[src/rtl/stage_mem.sv]
// Memory stage: forwards ALU results and runs byte/half/word loads and stores over a req/gnt/rvalid bus.
// Optional feature macro MEM_MISALIGN_TRAP_EN: flag misaligned half/word accesses instead of aligning them.
module stage_mem #(
  parameter int unsigned WD_SIZE        = 32,
  parameter int unsigned INSTR_REG_BITS = 5
) (
  input  logic                      clk,
  input  logic                      reset_n,
  input  logic                      valid_i,
  output logic                      ready_o,
  input  logic                      instr_ld_i,
  input  logic                      instr_st_i,
  input  logic [2:0]                funct3_i,
  input  logic [WD_SIZE-1:0]        alu_result_i,
  input  logic [WD_SIZE-1:0]        rs2_data_i,
  input  logic [INSTR_REG_BITS-1:0] rd_i,
  output logic                      mem_req_o,
  output logic                      mem_we_o,
  output logic [WD_SIZE-1:0]        mem_addr_o,
  output logic [WD_SIZE-1:0]        mem_wdata_o,
  output logic [3:0]                mem_be_o,
  input  logic                      mem_gnt_i,
  input  logic                      mem_rvalid_i,
  input  logic [WD_SIZE-1:0]        mem_rdata_i,
  output logic                      valid_o,
  output logic [INSTR_REG_BITS-1:0] rd_o,
  output logic [WD_SIZE-1:0]        wb_data_o,
  output logic                      wb_en_o
`ifdef MEM_MISALIGN_TRAP_EN
  ,
  output logic                      misalign_o
`endif
);

  typedef enum logic [1:0] {IDLE, REQ, WAIT_R} state_e;

  localparam logic [1:0] SZ_BYTE = 2'd0;
  localparam logic [1:0] SZ_HALF = 2'd1;
  localparam logic [1:0] SZ_WORD = 2'd2;

  state_e                    state_q;
  logic [1:0]                size_q;
  logic [1:0]                off_q;
  logic                      sgn_q;
  logic                      st_q;
  logic [INSTR_REG_BITS-1:0] rd_q;

  logic [1:0]         size_c;
  logic [1:0]         off_c;
  logic [3:0]         base_c;
  logic [3:0]         be_c;
  logic [WD_SIZE-1:0] wdata_c;
  logic [WD_SIZE-1:0] lane_c;
  logic [WD_SIZE-1:0] ld_data_c;
`ifdef MEM_MISALIGN_TRAP_EN
  logic               mis_c;
`endif

  assign ready_o = (state_q == IDLE);

  // Access size, aligned lane offset, byte enables and replicated store data for the incoming op.
  always_comb begin
    size_c = SZ_WORD;
    if (funct3_i == 3'b000 || (instr_ld_i && funct3_i == 3'b100)) begin
      size_c = SZ_BYTE;
    end else if (funct3_i == 3'b001 || (instr_ld_i && funct3_i == 3'b101)) begin
      size_c = SZ_HALF;
    end
    case (size_c)
      SZ_BYTE: begin
        off_c   = alu_result_i[1:0];
        base_c  = 4'b0001;
        wdata_c = {4{rs2_data_i[7:0]}};
      end
      SZ_HALF: begin
        off_c   = {alu_result_i[1], 1'b0};
        base_c  = 4'b0011;
        wdata_c = {2{rs2_data_i[15:0]}};
      end
      default: begin
        off_c   = 2'b00;
        base_c  = 4'b1111;
        wdata_c = rs2_data_i;
      end
    endcase
    be_c = 4'(base_c << off_c);
`ifdef MEM_MISALIGN_TRAP_EN
    mis_c = (size_c == SZ_HALF && alu_result_i[0]) ||
            (size_c == SZ_WORD && alu_result_i[1:0] != 2'b00);
`endif
  end

  // Load lane extraction with sign or zero extension.
  always_comb begin
    lane_c = mem_rdata_i >> {off_q, 3'b000};
    case (size_q)
      SZ_BYTE: ld_data_c = {{24{sgn_q & lane_c[7]}}, lane_c[7:0]};
      SZ_HALF: ld_data_c = {{16{sgn_q & lane_c[15]}}, lane_c[15:0]};
      default: ld_data_c = lane_c;
    endcase
  end

  always_ff @(posedge clk or negedge reset_n) begin
    if (!reset_n) begin
      state_q     <= IDLE;
      size_q      <= SZ_WORD;
      off_q       <= 2'b00;
      sgn_q       <= 1'b0;
      st_q        <= 1'b0;
      rd_q        <= '0;
      mem_req_o   <= 1'b0;
      mem_we_o    <= 1'b0;
      mem_addr_o  <= '0;
      mem_wdata_o <= '0;
      mem_be_o    <= 4'b0000;
      valid_o     <= 1'b0;
      rd_o        <= '0;
      wb_data_o   <= '0;
      wb_en_o     <= 1'b0;
`ifdef MEM_MISALIGN_TRAP_EN
      misalign_o  <= 1'b0;
`endif
    end else begin
      valid_o <= 1'b0;
      wb_en_o <= 1'b0;
`ifdef MEM_MISALIGN_TRAP_EN
      misalign_o <= 1'b0;
`endif
      case (state_q)
        IDLE: begin
          if (valid_i) begin
            rd_q <= rd_i;
            if (!(instr_ld_i || instr_st_i)) begin
              valid_o   <= 1'b1;
              wb_en_o   <= (rd_i != '0);
              wb_data_o <= alu_result_i;
              rd_o      <= rd_i;
`ifdef MEM_MISALIGN_TRAP_EN
            end else if (mis_c) begin
              valid_o    <= 1'b1;
              misalign_o <= 1'b1;
              rd_o       <= rd_i;
`endif
            end else begin
              size_q      <= size_c;
              off_q       <= off_c;
              sgn_q       <= ~funct3_i[2];
              st_q        <= instr_st_i;
              mem_req_o   <= 1'b1;
              mem_we_o    <= instr_st_i;
              mem_addr_o  <= {alu_result_i[WD_SIZE-1:2], 2'b00};
              mem_wdata_o <= wdata_c;
              mem_be_o    <= be_c;
              state_q     <= REQ;
            end
          end
        end
        REQ: begin
          if (mem_gnt_i) begin
            mem_req_o <= 1'b0;
            mem_we_o  <= 1'b0;
            if (st_q) begin
              valid_o <= 1'b1;
              rd_o    <= rd_q;
              state_q <= IDLE;
            end else begin
              state_q <= WAIT_R;
            end
          end
        end
        WAIT_R: begin
          if (mem_rvalid_i) begin
            valid_o   <= 1'b1;
            wb_en_o   <= (rd_q != '0);
            wb_data_o <= ld_data_c;
            rd_o      <= rd_q;
            state_q   <= IDLE;
          end
        end
        default: state_q <= IDLE;
      endcase
    end
  end

endmodule
[config.mk]
export PLATFORM = sky130hd
export DESIGN_NAME = stage_mem
export DESIGN_NICKNAME = d
export VERILOG_FILES = /design/src/rtl/stage_mem.sv
export SDC_FILE = /design/constraint.sdc
export NUM_CORES = 1
export LEC_CHECK = 0
export ABC_AREA = 1
export BUFFER_PORTS_ARGS = -buffer_cell sky130_fd_sc_hd__buf_2
export CORE_MARGIN = 10
export CORE_UTILIZATION = 50
export DETAILED_ROUTE_END_ITERATION = 16
export GPL_TIMING_DRIVEN = 0
export HOLD_SLACK_MARGIN = 0.06
export PLACE_DENSITY = 0.8
export SLEW_MARGIN = 40
export SYNTH_ARGS = -nofsm -noshare
export SYNTH_HDL_FRONTEND = slang
export SYNTH_SLANG_ARGS = --single-unit
[constraint.sdc]
create_clock -name clk -period 2.4 [get_ports clk]
set_clock_uncertainty 0.1 [all_clocks]
set_input_delay 0.12 -clock clk [delete_from_list [all_inputs] [get_ports clk]]
set_output_delay 0.12 -clock clk [all_outputs]
set_load 0.1 [all_outputs]
* Word level (Yosys, flattened, before mapping)
Cells that the tools add are included.
** Cells by class
- Add/sub/neg operators :: 0
- Multipliers :: 0
- Divide/modulo/power cells :: 0
- Order comparisons :: 0
- Equal/unequal tests :: 13
- Shift-type cells :: 2
- Mux-type cells :: 39
- Bitwise operators :: 3
- Reductions and logical operators :: 20
** Operator list (count)
- $pmux 32 s2 :: 3
- $mux 32 :: 3
- $shr 32x5->32 :: 1
- $mux 5 :: 5
- $pmux 5 s3 :: 1
- $mux 2 :: 7
- $mux 1 :: 13
- $reduce_and 4->1 :: 3
- $ne 2x2->1 const B :: 5
- $reduce_bool 5->1 :: 2
- $pmux 4 s2 :: 1
- $eq 2x1->1 const B :: 3
- $eq 3x3->1 const B :: 2
- $logic_not 2->1 :: 3
- $pmux 1 s2 :: 3
- $pmux 2 s3 :: 1
- $reduce_and 6->1 :: 1
- $pmux 2 s2 :: 1
- $reduce_bool 2->1 :: 2
- $shl 4x2->4 :: 1
- $eq 3x1->1 const B :: 1
- $logic_not 3->1 :: 1
- $logic_or 1x1->1 :: 3
- $pmux 1 s3 :: 1
- other kinds (8) :: 10
** Storage, ports and cells
- Register bits after elaboration :: 120
- Bits in latches :: 0
- Bits in writable memories :: 0
- Memory bits (read-only) :: 0
- Input port bits :: 111
- Memories :: 0

* Depth between registers and ports, before layout
Gate-level depths: netlist (run 1).
- Word-level depth :: 8
- Mapped depth :: 12

* Worst setup path before layout (run 1)
Ideal clock, no wire load.
- Path type :: register to register
- Start :: register state_q[0]
- End :: register mem_wdata_o[10]
- Data arrival time :: 2398 ps
- Required time :: 2235 ps
- Slack :: -163 ps
- Stages on the path, launching flop included :: 13
- Buffers on the path :: 2
- Path through :: dfrtp_1 > inv_1 > ha_1 > nand2_2 > nor2_4 > buf_6 > nand2_4 > clkinv_4 > buf_6 > nand2_1 > nand2_1 > inv_1 > nand2_1
** On the way
- Longest elaborated chain between the ends :: 2
** Ends and longest elaborated chain
- start: declaration :: RTL line 41 : state_e state_q;
- start signal: assignment :: RTL line 105 : state_q <= IDLE;
- start signal: assignment :: RTL line 154 : state_q <= REQ;
- start signal: assignment :: RTL line 165 : state_q <= IDLE;
- $logic_not 2->1
- net ready_o :: RTL line 10 : output logic ready_o,
- $reduce_and 3->1 (no source line)
- end signal: assignment :: RTL line 152 : mem_wdata_o <= wdata_c;
- end: declaration :: RTL line 20 : output logic [WD_SIZE-1:0] mem_wdata_o,
The timed path passes the listed nets, and every way through them passes these cells.
A chain may end at the register's enable or synchronous reset.

* Final worst setup path (run 1)
- Start :: register state_q[0]
- End :: register mem_wdata_o[18]
** On the way
- Longest elaborated chain between the ends :: 2
** Ends and longest elaborated chain
- $logic_not 2->1 :: RTL line 129 : case (state_q)
- $reduce_and 3->1 (no source line)
Every way passes these cells.

==> results of run 1 <==
## worst register-to-register path, delay by kind of cell, from the launching register on
family | cells | cell delay (ns)
fa+ha+maj | 1 | 0.20
buf+inv | 3 | 0.85
compound gates | 1 | 0.08
simple gates | 5 | 0.55
flops | 1 | 0.43
## flip-flops by register name, indices dropped and copies added, names as in the netlist, 2 cells and up
| register | cells |
|---|---|
| mem_wdata_o | 32 |
| mem_addr_o | 30 |
| wb_data_o | 32 |
| off_q | 2 |
| state_q | 2 |
| rd_q | 5 |
| rd_o | 5 |
| mem_be_o | 4 |
| size_q | 2 |
## metal layers
| layer | vias up | GRT usage | routed length (um) |
|---|---|---|---|
| li1 | 3259 | - | - |
| met1 | 3246 | 0.332 | 8960 |
| met2 | 462 | 0.484 | 11700 |
| met3 | 89 | 0.0864 | 2450 |
| met4 | 0 | 0.125 | 981 |
| met5 | - | 0 | 0 |
## worst max-delay path by stage
stage               start         endpoint  slack [ns]  cells past startpoint
2_1_floorplan  state_q[0]  mem_wdata_o[10]        0.23                     12
3_5_place_dp   state_q[0]     wb_data_o[9]        0.20                      9
6_report       state_q[0]  mem_wdata_o[18]        0.13                     10
4_1_cts        state_q[0]  mem_wdata_o[18]        0.05                     10
3_3_place_gp      reset_n          rd_q[1]       -0.43                      1
5_1_grt        state_q[0]  mem_wdata_o[18]       -0.01                     10
## placed cells by master, fill, tap and decap left out, types with 6 or more instances in the layout
| master | netlist | routed |
|---|---|---|
| nor2_1 | 42 | 42 |
| a21oi_1 | 35 | 35 |
| inv_1 | 67 | 65 |
| nand2_1 | 366 | 366 |
| dfrtp_1 | 119 | 119 |
| o21ai_0 | 34 | 34 |
| dlygate4sd3_1 | 0 | 86 |
| o21ai_1 | 27 | 27 |
| a31oi_1 | 9 | 9 |
| buf_2 | 15 | 232 |
| inv_2 | 4 | 6 |
| nand3_1 | 58 | 58 |
| clkbuf_1 | 17 | 21 |
| clkbuf_16 | 0 | 17 |
## cells by family (layout without fill, tap and decap cells)
group | count (synthesis) | after routing
flip-flops | 120 | 120
AO/OA/AOI/OAI | 111 | 111
other | 1 | 4
multiplexers | 4 | 4
AND/OR/NAND/NOR | 475 | 475
buffers and inverters | 112 | 449
adder cells (fa/ha/maj) | 4 | 4
## synthesized netlist by cell type, types with 2 or more instances
cell / instances
a21oi_1: 35
a31oi_1: 9
buf_1: 3
buf_2: 15
buf_4: 3
buf_6: 2
clkbuf_1: 17
dfrtp_1: 119
ha_1: 4
inv_1: 67
inv_2: 4
mux2_2: 2
mux2i_1: 2
nand2_1: 366
nand3_1: 58
nand4_1: 2
nor2_1: 42
nor3_1: 2
o211ai_1: 2
o21ai_0: 34
o21ai_1: 27
o22ai_1: 3
## layout make-up
class	instances	area, um2
Antenna cell	2	5.00
Sequential cell	120	3000
Clock buffer	23	468
Clock inverter	9	170
Fill cell	862	3040
Buffer	40	196
Multi-Input combinational cell	596	2580
Inverter	72	275
Timing Repair Buffer	305	1990
Tap cell	147	184
## metrics by stage
stage                     utilization  setup slack, ns
final                           0.745            0.130
after CTS                       0.742           0.0458
after floorplan                     -            0.228
after global routing            0.745          -0.0128
after detailed placement        0.617            0.205
after global placement          0.614           -0.425
## timing repair
item,4_1_cts,5_1_grt
hold buffers,85,1
setup endpoints to repair,0,15
gates resized for setup,0,5
endpoints found under the hold margin,232,2
==> results.yml, run 1 <==
status:
  status: "finished, final reports clean"
routing:
  drt_iter0_drc: 670
  drt_wl_total_um: 24100
  dr_total_vias: 7056
  drc: 0
  viasPerCell: 5.37
  drt.antenna.violating_nets: 0
  wl_per_cell_um: 18.4
  dr.pass1.iters: 5
synth:
  synthAdderAreaFrac: 0.00829
  ys_types: 31
  synth.area.top_cells: "dfrtp_1 49%, nand2_1 23%, nand3_1 4.8%"
  netlist_instances: 827
  synthMuxAreaShare: 0.00705
  synth_area_per_cell_um2: 7.30
  synth_ff_type: "dfrtp_1"
  synth_top_area_cell: "dfrtp_1"
  synth_top_family_by_area: "simple AND/OR/NAND/NOR gates"
  synth.top_cell.area_share: 0.493
  yosys_warnings: 0
  seq_area_frac_synth: 0.498
  ys_async_sr_fraction: 1.00
  synth_compound_area_frac: 0.0958
  synth_area_mm2: 0.00604
  synth_edf_count: 0
  ys_ff_latch: 120
  synth-simple-area-share: 0.313
  synth_xor_xnor_area_share: 0
setup_path:
  worstReg2RegStart: "state_q[0]"
  reg2reg_slack_ns: 0.13
  cp_max_fo: 10
  slowest_stage: "dlygate4sd3_1"
  crit_required_ns: 2.67
  slowest_delay_ns: 0.56
  cp.buffers_inverters: 3
  rr_worst_depth: 10
  cp-end-kind: "flip-flop"
  r2r-end: "mem_wdata_o[18]"
  critPathTopFamily: "buffers and inverters"
  startpoint_type: "flip-flop"
  crit_arrival_ns: 2.54
  crit_chain: "inv_2 > ha_4 > nand2_4 > nor2_4 > buf_6 > nand2_4 > nand2_1 > o21ai_0 > dlygate4sd3_1 > nand2_1"
  path_class: "flip-flop to flip-flop"
job:
  drv_cap: 0
global_routing:
  grt_pass1_wl_um: 37500
  grt_max_degree: 68
  grt_pass1_vias: 7107
  grtUsageTotal: 0.287
  antenna_found_initial: 1
  overflow: 0
placement:
  hpwl_um: 16000
  gp_congestion: 0.910
  port-buffer-count: 218
  placed_area_mm2: 0.00735
  dpl.cell_count: 1194
finish:
  layout.cells.non_filler: 1314
  drive_gt1_frac: 0.243
  fin_area_mm2: 0.00887
  syn_to_final_growth_pct: 47.0
  final_nets: 1267
worst_hold_path:
  hold_depth: 7
  holdCritStartpoint: "mem_rdata_i[8]"
  hp-class: "input pin to flip-flop"
  hold_end: "wb_data_o[8]"
die:
  start_util: 0.507
  die_w_um: 130
  ioPinCount: 221
  chipHeight_um: 130
  die_area_mm2: 0.0169
  core_area_mm2: 0.0119
  rows: 40
timing:
  period_needed_ns: 2.27
  timing.hold.ws_ns: 0.0778
  relSlewSlack: 0.467
  worst_pin_slew_ns: 0.794
  period_share: 0.946
  setup_tns_ns: 0
  setup-violations-final: 0
  final_hold_viol_count: 0
  maxSlewViolCount: 0
  max_freq_mhz: 441
cts:
  cts_tree: "yes"
  cts_sinks: 120
  clk_pin_slew_ns: 0.06
  ctsLongestPathBuffers: 2
  clockRootBuffer: "clkbuf_16"
  cts_buffers: 17
  cts_max_level: 4
  clock_latency_ns: 0.42
  postCtsSetupRepairBufs: 0
Power of run 1 is left out: the tool's default activity adds up to more than one toggle a clock period on the data nets, which glitch-free logic cannot reach.
==> run 2: changes to the inputs <==
- MAX_ROUTING_LAYER: default -> met4
==> results.yml, run 2 (same netlist as run 1, synthesis figures left out) <==
status:
  status: "finished, final reports clean"
timing:
  relSlewSlack: 0.470
  period_share: 0.956
  max_freq_mhz: 436
  maxSlewViolCount: 0
  setup-violations-final: 0
  worst_pin_slew_ns: 0.790
  period_needed_ns: 2.29
  post-route-worst-setup-slack_ns: 0.107
  final_hold_viol_count: 0
routing:
  drt_wl_total_um: 24300
  drt.antenna.violating_nets: 0
  dr.pass1.iters: 5
  viasPerCell: 5.35
  dr_total_vias: 7026
  drc: 0
  wl_per_cell_um: 18.5
  drt_iter0_drc: 675
placement:
  port-buffer-count: 218
  gp_congestion: 0.915
  hpwl_um: 16100
  placed_area_mm2: 0.00735
  place_ws_ns: 0.233
global_routing:
  grt_pass1_wl_um: 37300
  grt_pass1_vias: 7136
  grtUsageTotal: 0.297
  overflow: 0
  antenna_found_initial: 1
  grt_max_degree: 73
setup_path:
  startpoint_type: "flip-flop"
  worstReg2RegStart: "state_q[0]"
  path_class: "flip-flop to flip-flop"
  r2r-end: "mem_wdata_o[17]"
  cp-end-kind: "flip-flop"
  slowest_stage: "dlygate4sd3_1"
  crit_required_ns: 2.66
  cp_max_fo: 10
  reg2reg_slack_ns: 0.11
  slowest_delay_ns: 0.60
  crit_chain: "inv_2 > ha_4 > nand2_4 > nor2_4 > buf_6 > nand2_4 > nand2_1 > o21ai_0 > dlygate4sd3_1 > nand2_1"
  rr_worst_depth: 10
  crit_arrival_ns: 2.56
worst_hold_path:
  holdCritStartpoint: "mem_rdata_i[23]"
  hp-class: "input pin to flip-flop"
  hold_depth: 7
  hold_end: "wb_data_o[23]"
cts:
  clock_latency_ns: 0.43
  postCtsSetupRepairBufs: 0
  cts_max_level: 4
  clockRootBuffer: "clkbuf_16"
  cts_sinks: 120
  cts_buffers: 17
  ctsLongestPathBuffers: 2
  cts_tree: "yes"
  clk_pin_slew_ns: 0.06
die:
  core_area_mm2: 0.0119
  die_area_mm2: 0.0169
  chipHeight_um: 130
  rows: 40
  die_w_um: 130
  ioPinCount: 221
  start_util: 0.507
finish:
  fin_area_mm2: 0.00873
  final_nets: 1264
  layout_common_cells: "366 x nand2_1, 232 x buf_2, 119 x dfrtp_1, 83 x dlygate4sd3_1, 65 x inv_1"
  final_common_cell: "nand2_1"
  top_regs: "mem_wdata_o: 32 flops, wb_data_o: 32 flops, mem_addr_o: 30 flops"
  drive_gt1_frac: 0.239
  syn_to_final_growth_pct: 44.6
job:
  drv_cap: 0
## run 2: cell count changes in the layout (fill, tap and decap cells not counted), sizes merged
cell         change
buf              +1
bufinv           -5
clkbuf           +4
clkinv           -1
clkinvlp         +1
diode            +2
dlygate4sd3      -3
## run 2: worst max-delay path by stage
stage,end,cells past startpoint,startpoint,slack [ns]
finish,mem_wdata_o[17],10,state_q[0],0.11
global route,mem_wdata_o[17],10,state_q[0],-0.003
CTS,mem_wdata_o[17],10,state_q[0],0.09
detailed placement,wb_data_o[5],9,state_q[0],0.23
global placement,mem_req_o,1,reset_n,-0.41
floorplan,mem_wdata_o[10],12,state_q[0],0.23
## run 2: what timing repair did
item	in CTS	in global routing
endpoints found under the hold margin	234	0
resized for setup	0	4
endpoints found under the setup margin	0	4
hold buffers	83	0
## run 2: per-layer routing
metal	up-vias	track usage	part of all wire
met3	95	0.0848	0.092
met4	0	0.149	0.045
li1	3248	-	-
met5	-	-	0
met2	412	0.483	0.49
met1	3271	0.328	0.38
## run 2: metrics by stage
step | hold WS, ns | instances | TNS, ns | utilization
2_1_floorplan | -0.276 | 828 | 0 | -
6_report | 0.0781 | 1313 | 0 | 0.733
3_5_place_dp | 0.0267 | 1194 | 0 | 0.617
3_3_place_gp | 0.238 | 1193 | -48.11 | 0.614
5_1_grt | 0.130 | 1310 | -0.00287 | 0.732
4_1_cts | 0.0678 | 1309 | 0 | 0.731
## run 2: final cells by class
cell class | count | area (um2)
Tap cell | 147 | 184
Sequential cell | 120 | 3000
Clock inverter | 4 | 22.5
Antenna cell | 4 | 10.0
Inverter | 72 | 275
Fill cell | 910 | 3180
Multi-Input combinational cell | 596 | 2580
Timing Repair Buffer | 302 | 1960
Buffer | 40 | 195
Clock buffer | 28 | 497
## run 2: critical path: cells and delay by family, from the launching register on
family,cells,cell delay [ns]
buf+inv,3,0.87
compound gates,1,0.09
simple gates,5,0.56
flops,1,0.42
fa+ha+maj,1,0.18
Power of run 2 is left out for the same reason.
